`src/rtl/led_blink_pkg.sv`:
```
// rtl/led_blink_pkg.sv - shared mode encoding and LED next-state helper for led_blink_array
//
// Purpose: channel mode typedef plus the per-channel LED update rule.
// Ports:   none (package).
package led_blink_pkg;

  typedef enum logic [1:0] {
    MODE_TOGGLE = 2'd0,
    MODE_PULSE  = 2'd1,
    MODE_ON     = 2'd2,
    MODE_OFF    = 2'd3
  } mode_e;

  // Next LED state on a tick. PULSE goes high on a wrap and drops on the
  // following non-wrapping tick, so it is high for one tick interval.
  function automatic logic led_next(mode_e mode, logic cur, logic wrap);
    logic nxt;
    nxt = cur;
    case (mode)
      MODE_TOGGLE: nxt = wrap ? ~cur : cur;
      MODE_PULSE:  nxt = wrap;
      MODE_ON:     nxt = 1'b1;
      MODE_OFF:    nxt = 1'b0;
      default:     nxt = cur;
    endcase
    return nxt;
  endfunction

endpackage

```
`src/rtl/led_blink_tick_gen.sv`:
```
// rtl/led_blink_tick_gen.sv - prescaler producing one tick every PRE_MAX+1 running clocks
//
// Purpose: free-running prescaler gated by run.
// Ports:
//   sys_clk   - clock, posedge
//   sys_rst_n - synchronous active-low reset
//   run       - count enable; low freezes the count
//   tick      - high during the clock where count==PRE_MAX and run=1
module tick_gen #(
  parameter int  PRE_MAX = 49_999,
  localparam int PW      = (PRE_MAX > 0) ? $clog2(PRE_MAX + 1) : 1
) (
  input  logic sys_clk,
  input  logic sys_rst_n,
  input  logic run,
  output logic tick
);

  logic [PW-1:0] cnt_q, cnt_d;

  assign tick = run && (cnt_q == PW'(PRE_MAX));

  always_comb begin
    cnt_d = cnt_q;
    if (run) begin
      cnt_d = tick ? '0 : cnt_q + PW'(1);
    end
  end

  always_ff @(posedge sys_clk) begin
    if (!sys_rst_n) begin
      cnt_q <= '0;
    end else begin
      cnt_q <= cnt_d;
    end
  end

endmodule

```
`src/rtl/led_blink_array.sv`:
```
// rtl/led_blink_array.sv - array of independently configurable blinking LED channels
//
// Purpose: CH_NUM channels, each with a period register, tick counter and
//          mode (TOGGLE/PULSE/ON/OFF), all advanced by a shared prescaler.
// Optional feature: define LED_BLINK_PWM_EN to add pwm_duty and an 8-bit
//          free-running PWM counter that gates every LED output.
// Ports:
//   sys_clk    - clock, posedge
//   sys_rst_n  - synchronous active-low reset
//   run        - global enable for prescaler, counters and LEDs
//   cfg_wr     - one-cycle configuration write strobe
//   cfg_addr   - target channel index
//   cfg_period - new period in ticks, minus one
//   cfg_mode   - new mode (0 TOGGLE, 1 PULSE, 2 ON, 3 OFF)
//   pwm_duty   - PWM duty, 0..255 (LED_BLINK_PWM_EN only)
//   led_out    - LED drive, one bit per channel
//   wrap_pulse - one-clock strobe per channel on counter wrap
module led_blink_array
  import led_blink_pkg::*;
#(
  parameter int  CH_NUM     = 4,
  parameter int  CNT_W      = 25,
  parameter int  PRE_MAX    = 49_999,
  parameter int  DEF_PERIOD = 499,
  localparam int AW         = (CH_NUM > 1) ? $clog2(CH_NUM) : 1
) (
  input  logic              sys_clk,
  input  logic              sys_rst_n,
  input  logic              run,
  input  logic              cfg_wr,
  input  logic [AW-1:0]     cfg_addr,
  input  logic [CNT_W-1:0]  cfg_period,
  input  logic [1:0]        cfg_mode,
`ifdef LED_BLINK_PWM_EN
  input  logic [7:0]        pwm_duty,
`endif
  output logic [CH_NUM-1:0] led_out,
  output logic [CH_NUM-1:0] wrap_pulse
);

  logic tick;

  tick_gen #(
    .PRE_MAX(PRE_MAX)
  ) u_tick_gen (
    .sys_clk  (sys_clk),
    .sys_rst_n(sys_rst_n),
    .run      (run),
    .tick     (tick)
  );

  logic [CNT_W-1:0]  period_q [CH_NUM];
  logic [CNT_W-1:0]  period_d [CH_NUM];
  logic [CNT_W-1:0]  cnt_q    [CH_NUM];
  logic [CNT_W-1:0]  cnt_d    [CH_NUM];
  mode_e             mode_q   [CH_NUM];
  mode_e             mode_d   [CH_NUM];
  logic [CH_NUM-1:0] state_q, state_d;
  logic [CH_NUM-1:0] wrap_q, wrap_d;

  // A configuration write on a channel wins over a coincident tick/wrap:
  // the counter restarts from 0 and no wrap strobe is produced. Addresses
  // beyond CH_NUM-1 match no channel and are therefore ignored.
  always_comb begin
    for (int i = 0; i < CH_NUM; i++) begin
      period_d[i] = period_q[i];
      cnt_d[i]    = cnt_q[i];
      mode_d[i]   = mode_q[i];
      state_d[i]  = state_q[i];
      wrap_d[i]   = 1'b0;
      if (cfg_wr && (cfg_addr == AW'(i))) begin
        period_d[i] = cfg_period;
        mode_d[i]   = mode_e'(cfg_mode);
        cnt_d[i]    = '0;
        state_d[i]  = (mode_e'(cfg_mode) == MODE_ON);
      end else if (tick) begin
        if (cnt_q[i] == period_q[i]) begin
          cnt_d[i]  = '0;
          wrap_d[i] = 1'b1;
        end else begin
          cnt_d[i]  = cnt_q[i] + CNT_W'(1);
        end
        state_d[i] = led_next(mode_q[i], state_q[i], wrap_d[i]);
      end
    end
  end

  always_ff @(posedge sys_clk) begin
    if (!sys_rst_n) begin
      for (int i = 0; i < CH_NUM; i++) begin
        period_q[i] <= CNT_W'(DEF_PERIOD);
        cnt_q[i]    <= '0;
        mode_q[i]   <= MODE_TOGGLE;
      end
      state_q <= '0;
      wrap_q  <= '0;
    end else begin
      for (int i = 0; i < CH_NUM; i++) begin
        period_q[i] <= period_d[i];
        cnt_q[i]    <= cnt_d[i];
        mode_q[i]   <= mode_d[i];
      end
      state_q <= state_d;
      wrap_q  <= wrap_d;
    end
  end

  assign wrap_pulse = wrap_q;

`ifdef LED_BLINK_PWM_EN
  // PWM counter ignores run so dimming stays steady while blinking is frozen.
  logic [7:0] pwm_cnt_q;

  always_ff @(posedge sys_clk) begin
    if (!sys_rst_n) begin
      pwm_cnt_q <= '0;
    end else begin
      pwm_cnt_q <= pwm_cnt_q + 8'd1;
    end
  end

  assign led_out = state_q & {CH_NUM{pwm_cnt_q < pwm_duty}};
`else
  assign led_out = state_q;
`endif

endmodule

```
`config.mk`:
```
export PLATFORM = sky130hd
export DESIGN_NAME = led_blink_array
export DESIGN_NICKNAME = d
export VERILOG_FILES = /design/src/rtl/led_blink_pkg.sv /design/src/rtl/led_blink_tick_gen.sv /design/src/rtl/led_blink_array.sv
export SDC_FILE = /design/constraint.sdc
export NUM_CORES = 1
export LEC_CHECK = 0
export CORE_ASPECT_RATIO = 1.1
export CORE_UTILIZATION = 40
export DETAILED_ROUTE_END_ITERATION = 8
export PLACE_DENSITY = 0.57
export SKIP_CTS_REPAIR_TIMING = 1
export SKIP_LAST_GASP = 1
export SYNTH_ARGS = -nofsm -noshare
export SYNTH_HDL_FRONTEND = slang
export SYNTH_SLANG_ARGS = --single-unit
```
`constraint.sdc`:
```
create_clock -name sys_clk -period 3.1 [get_ports sys_clk]
set_input_delay 0.93 -clock sys_clk [delete_from_list [all_inputs] [get_ports sys_clk]]
set_output_delay 0.93 -clock sys_clk [all_outputs]
set_load 0.005 [all_outputs]
```
==> results.toml <==
[run_status]
status = "finished, final reports clean"

[placed_design]
place_ws_ps = 52.0
dpl_cell_area_sq_mm = 0.0116
hpwl_microns = 19300
dpl.cell_count = 1647
port_buffers = 40
gp_congestion = 0.804

[floorplanning]
core_sq_mm = 0.0262
fp-row-count = 62
die-area_sq_mm = 0.0274
die-height_microns = 174
ios = 41
die_w_microns = 158
initial_core_util = 0.408

[timing]
setup_viol_count_final = 0
finalMaxSlewViolations = 0
slew_headroom = 0.487
finClkSkew_ps = 8.57
timing.final.ws_setup_ps = 598
worst_pin_slew_ps = 763
finalCriticalPeriod_ps = 2500
tns_ps = 0
fmax_mhz = 400
hold_slack_ps = 477
hold_violations = 0
rsz0062_at_grt = "no"
finalCritPeriodShare = 0.807

[yosys]
synthFlopType = "dfxtp_1"
synth_top_area_cell = "dfxtp_1"
ys_ff_latch = 232
yosys.cell_count.top_type = "nand2_1"
synthCells = 1293
yosysWarningCount = 0
syn-num-nets = 1331
postSynthAreaPerCell_sq_um = 8.27
synth-edff-count = 0
synthTopCellsByCount = "287 x nand2_1, 232 x dfxtp_1, 153 x nor2_1, 113 x xnor2_1, 96 x xor2_1"
yosys-top-cells-area = "dfxtp_1 43%, nand2_1 10%, xnor2_1 9.3%, xor2_1 7.9%, a21boi_0 5.8%"
ys_async_sr_fraction = 0
seq_area_frac_synth = 0.434
netlist-cell-type-count = 47
syn_area_sq_mm = 0.0107
netlist.area_leader.share = 0.434

[min_path]
hold_depth = 2
hp-class = "register to register"

[finish]
design_area_sq_mm = 0.0124
final_core_utilization = 0.472
antenna_cells = 0
syn2layout_area_growth_pct = 15.7
nets = 1362
layout-drive-gt1-share = 0.0663
finalNonFillerCells = 1695

[drt]
drt.antenna.violating_nets = 0
post_drt_wl_per_cell_microns = 16.3
wirelength_microns = 27500
vias_per_cell = 5.00
drt_first_pass_iters = 5
first_iter_violations = 397
drcViolationCount = 0
vias = 8483

[pwr]
p_leak_nw = 4.41
peakVddDrop_mv = 0.306
p_per_area_mw_per_mm2 = 513
power_mw = 6.35

[grt]
grt_usage = 0.205
grt.overflow.total = 0
grt_pass1_vias = 7951
grt_pass1_wl_microns = 43800
antenna_found_initial = 0
grt_max_degree = 43

[worst_setup_path]
worstRegToRegCells = 7
cp_max_fo = 15
start_kind = "primary input"
end_kind = "register"
cp.required_ps = 3510
worst-endpoint-arrival_ps = 2920
crit_type = "primary input to register"

[clocking]
cts.htree.levels = 1
clkSlewWorstSetupHoldPaths_ps = 50
numCtsBuffers = 27
cts_tree = "yes"
cts-root-buf = "clkbuf_16"
cts_buffer_depth = 3
clock_latency_ps = 520
cts.sinks = 232

[run]
cap_violations = 0
## report_power, final
| part | internal (mW) | total (mW) | leakage (nW) | switching (mW) |
|---|---|---|---|---|
| clock network | 1.72 | 2.91 | 0.396 | 1.19 |
| logic | 0.146 | 0.352 | 2.14 | 0.206 |
| registers | 3.04 | 3.08 | 1.88 | 0.0452 |
| total | 4.91 | 6.35 | 4.41 | 1.44 |
## worst paths after layout
check / start / to / slack [ps]
worst max-delay path: run / cnt_q[0][5] / 600
worst min-delay path: period_q[3][12] / period_q[3][12] / 480
worst max register to register: cnt_q[2][17] / cnt_q[2][3] / 770
worst min register to register: period_q[3][12] / period_q[3][12] / 480
## layer usage
layer / up-vias / part of all wire / global-route usage
li1: 4309 / - / -
met3: 42 / 0.033 / 0.0245
met2: 123 / 0.47 / 0.332
met1: 4009 / 0.48 / 0.285
met4: 0 / 0.022 / 0.0542
met5: - / 0 / 0
## critical path, cell delays in order
cell and delay, ps:
clkdlybuf4s50_1 480, and4_1 250, nand4_2 160, buf_4 270, or3_1 470, nor2_1 170
xnor2_1 130, nor2_1 50
## flip-flops by register name (all words and copies together), names as in the netlist
name	cells
led_out	4
period_q	100
wrap_pulse	4
mode_q	8
cnt_q	100
u_tick_gen.cnt_q	16
## layout by cell type (no fill, tap or decap), types with 5 or more instances in the layout
cell / instances
nand2_1: 287
nand3_1: 71
buf_12: 7
dfxtp_1: 232
xnor2_1: 113
nor3_2: 6
a21oi_1: 13
clkdlybuf4s50_1: 39
clkbuf_1: 13
clkbuf_8: 5
nor3_1: 23
buf_4: 23
xor2_1: 96
clkbuf_16: 27
and4_1: 10
nor4_1: 16
ha_1: 5
and3_1: 13
a21boi_0: 82
inv_1: 16
nor2_1: 153
a31oi_1: 5
nand4_1: 38
## cell type report
cell class | count | area, sq um
clock buffers | 45 | 793
clock inverters | 3 | 15.0
fillers | 2638 | 13800
inverters | 16 | 60.1
multi-input cells | 977 | 5710
flip-flops and latches | 232 | 4640
well taps | 352 | 440
repair buffers | 70 | 708
## cells by family (layout without fill, tap and decap cells)
| kind of cell | count (synthesis) | in the layout | share of synthesized area |
|---|---|---|---|
| simple gates | 651 | 651 | 0.281 |
| compound gates | 110 | 110 | 0.0734 |
| flops | 232 | 232 | 0.434 |
| buf+inv | 84 | 134 | 0.0322 |
| fa+ha+maj | 5 | 5 | 0.00585 |
| xor+xnor | 209 | 209 | 0.171 |
| mux | 2 | 2 | 0.00187 |
No activity file was read; power rests on OpenSTA's default activity.
